**src/rtl/sdram_frame_arbiter.sv**
```systemverilog
// rtl/sdram_frame_arbiter.sv - camera-write / video-read arbiter onto one Avalon-MM SDRAM burst port
module sdram_frame_arbiter #(
    parameter int ADDR_W    = 25,
    parameter int DATA_W    = 32,
    parameter int BURST_LEN = 8,
    parameter int MAX_SKIP  = 4
) (
    input  logic              clk_clk,
    input  logic              reset_reset,
    input  logic              wr_req,
    input  logic [ADDR_W-1:0] wr_addr,
    input  logic [DATA_W-1:0] wr_data,
    output logic              wr_grant,
    output logic              wr_data_take,
    input  logic              rd_req,
    input  logic [ADDR_W-1:0] rd_addr,
    input  logic              rd_urgent,
    output logic              rd_grant,
    output logic [DATA_W-1:0] rd_data,
    output logic              rd_data_valid,
    output logic [ADDR_W-1:0] m_address,
    output logic [3:0]        m_burstcount,
    output logic              m_write,
    output logic              m_read,
    output logic [DATA_W-1:0] m_writedata,
    input  logic              m_waitrequest,
    input  logic [DATA_W-1:0] m_readdata,
    input  logic              m_readdatavalid,
    output logic              busy
);
    localparam int BEAT_W = $clog2(BURST_LEN + 1);
    localparam int SKIP_W = $clog2(MAX_SKIP + 1);
    localparam logic [BEAT_W-1:0] LAST_BEAT = BEAT_W'(BURST_LEN - 1);
    localparam logic [SKIP_W-1:0] SKIP_MAX  = SKIP_W'(MAX_SKIP);
    localparam logic [3:0]        BURST_CNT = 4'(BURST_LEN);

    typedef enum logic [1:0] {IDLE, WR_BURST, RD_CMD, RD_WAIT} state_t;

    state_t            state;
    logic [BEAT_W-1:0] beat_cnt;
    logic [SKIP_W-1:0] skip_cnt;
    logic              last_grant_rd;
    logic              pick_wr;
    logic              pick_rd;
    logic              beat_accept;
    logic              rd_beat;

    // Requester selection: starved write first, then urgent read, then alternate on a tie
    always_comb begin
        pick_wr = 1'b0;
        pick_rd = 1'b0;
        if (wr_req && skip_cnt == SKIP_MAX) begin
            pick_wr = 1'b1;
        end else if (rd_req && rd_urgent) begin
            pick_rd = 1'b1;
        end else if (wr_req && rd_req) begin
            pick_wr = last_grant_rd;
            pick_rd = !last_grant_rd;
        end else begin
            pick_wr = wr_req;
            pick_rd = rd_req;
        end
    end

    assign beat_accept  = m_write && !m_waitrequest;
    assign wr_data_take = beat_accept;
    assign m_writedata  = m_write ? wr_data : '0;
    assign m_burstcount = (m_write || m_read) ? BURST_CNT : 4'd0;
    assign busy         = (state != IDLE);
    // Read data belongs to us only once the command is accepted; stray beats elsewhere are dropped
    assign rd_beat      = m_readdatavalid &&
                          ((state == RD_WAIT) || (state == RD_CMD && !m_waitrequest));

    // Arbitration, burst sequencing and registered command/grant/return outputs
    always_ff @(posedge clk_clk or posedge reset_reset) begin
        if (reset_reset) begin
            state         <= IDLE;
            beat_cnt      <= '0;
            skip_cnt      <= '0;
            last_grant_rd <= 1'b1;
            wr_grant      <= 1'b0;
            rd_grant      <= 1'b0;
            m_address     <= '0;
            m_write       <= 1'b0;
            m_read        <= 1'b0;
            rd_data       <= '0;
            rd_data_valid <= 1'b0;
        end else begin
            wr_grant      <= 1'b0;
            rd_grant      <= 1'b0;
            rd_data_valid <= rd_beat;
            if (rd_beat) begin
                rd_data <= m_readdata;
            end
            case (state)
                IDLE: begin
                    beat_cnt <= '0;
                    if (pick_wr) begin
                        m_address     <= wr_addr;
                        wr_grant      <= 1'b1;
                        m_write       <= 1'b1;
                        last_grant_rd <= 1'b0;
                        skip_cnt      <= '0;
                        state         <= WR_BURST;
                    end else if (pick_rd) begin
                        m_address     <= rd_addr;
                        rd_grant      <= 1'b1;
                        m_read        <= 1'b1;
                        last_grant_rd <= 1'b1;
                        if (wr_req && skip_cnt != SKIP_MAX) begin
                            skip_cnt <= skip_cnt + 1'b1;
                        end
                        state         <= RD_CMD;
                    end
                end
                WR_BURST: begin
                    if (beat_accept) begin
                        if (beat_cnt == LAST_BEAT) begin
                            beat_cnt <= '0;
                            m_write  <= 1'b0;
                            state    <= IDLE;
                        end else begin
                            beat_cnt <= beat_cnt + 1'b1;
                        end
                    end
                end
                RD_CMD: begin
                    if (!m_waitrequest) begin
                        m_read <= 1'b0;
                        state  <= RD_WAIT;
                    end
                    if (rd_beat) begin
                        beat_cnt <= beat_cnt + 1'b1;
                    end
                end
                RD_WAIT: begin
                    if (rd_beat) begin
                        if (beat_cnt == LAST_BEAT) begin
                            beat_cnt <= '0;
                            state    <= IDLE;
                        end else begin
                            beat_cnt <= beat_cnt + 1'b1;
                        end
                    end
                end
                default: state <= IDLE;
            endcase
        end
    end
endmodule

```
**config.mk**
```make
export PLATFORM = sky130hd
export DESIGN_NAME = sdram_frame_arbiter
export DESIGN_NICKNAME = d
export VERILOG_FILES = /design/src/rtl/sdram_frame_arbiter.sv
export SDC_FILE = /design/constraint.sdc
export NUM_CORES = 1
export LEC_CHECK = 0
export CORE_MARGIN = 10
export CORE_UTILIZATION = 39
export DETAILED_ROUTE_END_ITERATION = 10
export PLACE_DENSITY = 0.88
export REMOVE_ABC_BUFFERS = 1
export SETUP_SLACK_MARGIN = 0.5
export SYNTH_ARGS = -nofsm -noshare
export SYNTH_HDL_FRONTEND = slang
export SYNTH_SLANG_ARGS = --single-unit
```
**constraint.sdc**
```tcl
create_clock -name clk_clk -period 5 [get_ports clk_clk]
set_input_delay 0.5 -clock clk_clk [delete_from_list [all_inputs] [get_ports clk_clk]]
set_output_delay 0.5 -clock clk_clk [all_outputs]
set_load 0.005 [all_outputs]
```
==> results.cfg, run 1 <==
[route]
routedWlPerCell_microns = 19.6
route.met3.wl_microns = 1560
wl_microns = 12700
top_layer_used = met4
wl_met2_microns = 5970
drc = 0
antenna_left = 0
drt_iter0_drc = 304
viasPerCell = 5.09
firstDrtPassIters = 5
vias = 3287
drt-met1-wl_microns = 4720

[worst_setup_path]
reg2reg_depth = 6
cp_data_required_time_ps = 4500
path_cells = nand2b_1 > inv_1 > clkdlybuf4s50_1
regToRegEndpoint = state[0]
cpPeakStageDelay_ps = 810
critical_path_buf_inv_count = 2
arrival_ps = 2070
crit_path_start = m_write
worstPathMaxFanout = 36
critPathLaunchType = flop
r2r_start = skip_cnt[0]
r2r_slack_ps = 2660
end_kind = output pin
cp_top_family = flip-flops
worstSetupPathType = flop to output pin
crit_slowest_cell = dfrtp_1

[die]
die_y_microns = 114
core-area_sq_um = 8640
fp-row-count = 34
io_pins = 221
die_w_microns = 114
die_area_sq_um = 12900
start_util_pct = 39.6

[clock_tree]
clock_latency_ps = 350
clock-root-buffer = clkbuf_8
ctsResizeCount = 0
holdBufCountCts = 0
cts_setup_buffers = 0
clkTransAtPathRegs_ps = 80
cts_tree = done
cts_max_path_buffers = 2
cts-buffers-inserted = 9
cts_num_sinks = 72
htreeDepth = 3

[synth]
yosysUniqueCellTypes = 43
synthAdderAreaFrac_pct = 1.10
synth_top_family_by_area = simple AND/OR/NAND/NOR gates
async_reset_ff_share_pct = 100
synthMuxAreaShare_pct = 11.1
ys.flop_type = dfrtp_1
synth_seq_cells = 72
synth_xor_xnor_area_share_pct = 0
yosys.area_share.simple_pct = 17.8
syn_inst = 322
ys_seq_area_share_pct = 52.8
synth_compound_area_share_pct = 11.6
synth-edff-count = 0
ys_warn_count = 0
syn_area_sq_um = 3420
avgSynthCellArea_sq_um = 10.6

[place]
dp_hpwl_microns = 10000
portBuffers = 217
gp_congestion = 0.809

[sta]
hold_violations = 0
final.period_utilization_pct = 51.4
timing.setup.tns_ps = 0
finalClockSkew_ps = 14.8
grt_setup_unrepaired = false
drv_slew = 0
period_minus_slack_ps = 2570
worstMarginPinSlew_ps = 1180
slew_headroom_pct = 21.5
fmax_ghz = 0.389
setup_violations = 0

[hold_path]
hold_class = flop to flop
hold_path_end = rd_data[3]
hp-start = rd_data[3]
whs_path_depth = 1

[grt]
grtUsageTotal_pct = 18.9
grt_max_degree = 38
grt_pass1_vias = 3545
antenna_found_initial = 0
grt_pass1_wl_microns = 19600
grt-ovfl-total = 0

[power_and_ir_drop]
ir_drop_uv = 313
power_density_nw_per_um2 = 504
finalPower_mw = 2.93
p_leak_nw = 2.41

[cells_and_area]
syn_to_final_growth_pct = 69.9
layout.nets = 656
drive_above_1_share_pct = 8.01
fin_util_pct = 67.2

[job]
drv_cap = 0

[outcome]
outcome = completed
-- cell families (layout without fill, tap and decap cells) --
kind of cell | count (synthesis) | after routing
muxes | 34 | 34
AOI/OAI and AO/OA | 68 | 68
other | 1 | 4
adders and majority gates | 3 | 3
and+or+nand+nor | 116 | 116
DFF | 72 | 72
buffers and inverters | 28 | 241
-- registers in the layout (all words and copies together), names as in the netlist --
| register | flops |
|---|---|
| rd_data | 32 |
| rd_grant | 1 |
| last_grant_rd | 1 |
| state | 2 |
| m_address | 25 |
| wr_grant | 1 |
| m_write | 1 |
| skip_cnt | 3 |
| rd_data_valid | 1 |
| m_read | 1 |
| beat_cnt | 4 |
-- through the flow --
stage | hold WS [ps] | std cells | setup WS, ps | area (sq um)
floorplan | 470 | 303 | 2680 | 3260
global placement | 468 | 629 | 2310 | 5580
detailed placement | 476 | 629 | 2260 | 5580
CTS | 493 | 645 | 2370 | 5800
global route | 518 | 645 | 2220 | 5800
finish | 492 | 646 | 2430 | 5810
-- worst max-delay path by stage --
stage / end / slack (ps) / depth (start not counted)
after floorplan: beat_cnt[0] / 2680 / 1
after global routing: wr_data_take / 2220 / 3
after detailed placement: state[0] / 2260 / 5
after global placement: state[0] / 2310 / 5
final: wr_data_take / 2430 / 3
after CTS: wr_data_take / 2370 / 3
-- cell usage after synthesis (all sizes together) (3+ instances only) --
library cell / n / share of area (%)
a21oi: 50 / 7.3
and2: 33 / 6.0
buf: 16 / 4.2
clkbuf: 5 / 0.55
dfrtp: 71 / 52
ha: 3 / 1.1
inv: 7 / 0.77
mux2: 32 / 11
nand2: 31 / 3.5
nor2: 34 / 4.2
nor2b: 3 / 0.62
nor3: 4 / 1.2
o21ai: 6 / 1.1
-- per-layer routing --
| metal | up-vias | track usage [%] |
|---|---|---|
| li1 | 1500 | - |
| met1 | 1541 | 20.0 |
| met2 | 213 | 31.3 |
| met3 | 33 | 9.13 |
| met4 | 0 | 8.54 |
| met5 | - | 0 |
-- cell type report --
class	instances	area, sq um
Fill cell	626	2830
Timing Repair Buffer	218	2180
Sequential cell	72	1800
Multi-Input combinational cell	224	1430
Tap cell	108	135
Clock buffer	9	124
Clock inverter	7	103
Inverter	7	26.3
Antenna cell	1	2.50
-- placed cells by master, fill, tap and decap left out, types with 2 or more instances in the layout --
| cell type | netlist | routed |
|---|---|---|
| o21ai_2 | 2 | 2 |
| a2bb2oi_1 | 2 | 2 |
| bufinv_16 | 0 | 2 |
| nor2b_1 | 2 | 2 |
| nor3_1 | 2 | 2 |
| mux2_2 | 13 | 13 |
| o21ai_0 | 3 | 3 |
| nor2_1 | 32 | 32 |
| clkbuf_8 | 0 | 9 |
| nor3_4 | 2 | 2 |
| conb_1 | 1 | 3 |
| ha_1 | 3 | 3 |
| and2_1 | 33 | 33 |
| a21oi_1 | 50 | 50 |
| clkinv_4 | 0 | 2 |
| nand2_1 | 30 | 30 |
| nand2b_1 | 2 | 2 |
| clkdlybuf4s50_1 | 0 | 217 |
| nand3_1 | 2 | 2 |
| nor2_4 | 2 | 2 |
| o32a_1 | 2 | 2 |
| dfrtp_1 | 71 | 71 |
| inv_1 | 7 | 6 |
| mux2_1 | 19 | 19 |
| mux2i_1 | 2 | 2 |
-- power breakdown --
group	switching (mW)	leakage, nW	internal, mW
registers	0.200	0.828	0.851
logic	0.490	1.46	0.854
clock network	0.247	0.116	0.287
(Power assumes the default switching activity.)
==> run 2: changes to the inputs <==
--- a/config.mk
+++ b/config.mk
@@ -6,9 +6,9 @@
 export NUM_CORES = 1
 export LEC_CHECK = 0
 export CORE_MARGIN = 10
-export CORE_UTILIZATION = 39
+export CORE_UTILIZATION = 37
 export DETAILED_ROUTE_END_ITERATION = 10
-export PLACE_DENSITY = 0.88
+export PLACE_DENSITY = 0.84
 export REMOVE_ABC_BUFFERS = 1
 export SETUP_SLACK_MARGIN = 0.5
 export SYNTH_ARGS = -nofsm -noshare
==> constraint.sdc (replaced) <==
create_clock -name clk_clk -period 2.45 [get_ports clk_clk]
set_input_delay 0.245 -clock clk_clk [delete_from_list [all_inputs] [get_ports clk_clk]]
set_output_delay 0.245 -clock clk_clk [all_outputs]
set_load 0.005 [all_outputs]
==> run 2 against run 1 <==
  * Clock skew decreased by 1.9 ps
  * Hold slack got worse by 170 ps
  * Sequential power increased by 100%
  * Utilization decreased by 3.1 points
  * Flip-flop and latch count unchanged
  * Total power increased by 96%
  * Sequential share of layout area decreased by 0.10 points
  * Critical endpoint is now busy
  * Largest cell class unchanged
  * Largest power group unchanged
==> results.cfg, run 2 (synthesis results as in run 1) <==
[grt]
grt-ovfl-total = 0
grtUsageTotal_pct = 16.4
grt_pass1_wl_microns = 17700
antenna_found_initial = 0
grt_max_degree = 73
grt_pass1_vias = 3404

[worst_setup_path]
crit_slowest_cell = dfrtp_2
worstSetupPathType = flop to output pin
critPathLaunchType = flop
cpPeakStageDelay_ps = 520
cp_top_family = buffers and inverters
critical_path_buf_inv_count = 2
worstPathMaxFanout = 12
path_cells = nor2_4 > inv_1 > clkdlybuf4s50_1
r2r_slack_ps = 690
arrival_ps = 1630
end_kind = output pin
cp_data_required_time_ps = 2200

[route]
routedWlPerCell_microns = 18.1
drc = 0
viasPerCell = 4.94
wl_microns = 11900
vias = 3234
antenna_left = 0
firstDrtPassIters = 4
drt_iter0_drc = 147

[clock_tree]
cts_tree = done
cts-buffers-inserted = 9
clock_latency_ps = 330
clock-root-buffer = clkbuf_8
cts_max_path_buffers = 2
htreeDepth = 3
clkTransAtPathRegs_ps = 80
cts_num_sinks = 72

[sta]
setup_slack_ps = 575
finalClockSkew_ps = 12.9
slew_headroom_pct = 33.9
drv_slew = 0
fmax_ghz = 0.533
setup_violations = 0
worstMarginPinSlew_ps = 987
period_minus_slack_ps = 1880
grt_setup_unrepaired = true
final.period_utilization_pct = 76.5
hold_violations = 0
timing.setup.tns_ps = 0

[cells_and_area]
final_common_cell = clkdlybuf4s50_1
layout.nets = 664
top_regs = rd_data x32, m_address x25, beat_cnt x4
largest_reg_flops = 32
syn_to_final_growth_pct = 70.9
diodes = 0
layout_common_cells = clkdlybuf4s50_1 (217), dfrtp_1 (68), a21oi_1 (50)
drive_above_1_share_pct = 9.56
top_register = rd_data
design_area_sq_um = 5840

[power_and_ir_drop]
power_frac_comb_pct = 48.7
power_density_nw_per_um2 = 983
p_sw_share_pct = 31.4
p_leak_nw = 2.42
p_clk_share_pct = 14.5
finalPower_mw = 5.74
intPower_mw = 3.94
ir_drop_uv = 518
sequentialPowerShare_pct = 36.7
switchingPower_mw = 1.80

[die]
die_w_microns = 116
die_y_microns = 116
core-area_sq_um = 9110
start_util_pct = 37.5
fp-row-count = 35
io_pins = 221
die_area_sq_um = 13500

[place]
dpl_worst_slack_ps = 304
portBuffers = 217
dp_hpwl_microns = 9160
gp_congestion = 0.812
dpl_cell_area_sq_um = 5630

[job]
drv_cap = 0

[outcome]
outcome = completed

[hold_path]
hold_class = primary input to asynchronous set/reset pin
==> run 2: cell types whose count changed in the layout (fill, tap and decap cells not counted), sizes merged, moves of 2 or more <==
cell	delta
buf	+7
bufinv	-2
clkbuf	+3
inv	-2
==> run 2: per-stage QoR <==
stage | hold slack (ps) | cells | util [%]
6_report | 325 | 655 | 64.1
5_1_grt | 343 | 655 | 64.1
4_1_cts | 339 | 654 | 63.9
3_5_place_dp | 474 | 637 | 61.8
3_3_place_gp | 467 | 637 | 61.8
2_1_floorplan | 330 | 303 | -
==> run 2: power by group through the flow <==
| stage | combinational, mW | clock, mW | sequential, mW |
|---|---|---|---|
| final | 2.80 | 0.834 | 2.11 |
| after global placement | 2.72 | 0 | 2.10 |
| after detailed placement | 2.79 | 0 | 2.14 |
| after CTS | 2.85 | 0.861 | 2.10 |
| after global routing | 3.03 | 0.916 | 2.19 |
| after floorplan | 0.940 | 0 | 2.14 |
==> run 2: worst reg2reg max path: stages (launching register included) <==
cell and delay, ps:
dfrtp_1 390, inv_1 60, ha_1 190, a21bo_2 240, o21ai_4 260, buf_4 310, nand2_1 100, a21oi_1 140
==> run 2: layout make-up <==
cell class                      instances  area (sq um)
Clock inverter                          3          17.5
Fill cell                             731          3270
Multi-Input combinational cell        225          1450
Sequential cell                        72          1810
Timing Repair Buffer                  225          2240
Inverter                                7          26.3
Tap cell                              111           139
Clock buffer                           12           155
==> run 2: timing repair <==
item,in CTS,in global routing
buffers inserted,2,0
gates resized for setup,3,1
endpoints found under the setup margin,19,12
hold buffers,0,0
endpoints found under the hold margin,0,0
pin swaps,0,0
cloned,0,1
==> run 2: final timing paths <==
check	start	endpoint	cells past startpoint
worst max-delay path	state[1]	busy	3
worst min-delay path	reset_reset	rd_data[26]	3
worst max register to register	skip_cnt[0]	m_address[14]	7
worst min register to register	rd_data[24]	rd_data[24]	1
max in group asynchronous	reset_reset	last_grant_rd	3
min in group clk_clk	rd_addr[10]	m_address[10]	3
==> run 2: metal layers <==
metal	vias up	global-route usage (%)	part of all wire [%]
met5	-	0	0
met4	0	5.17	1.5
met3	12	6.47	10
met2	154	29.8	52
met1	1557	17.0	37
li1	1511	-	-
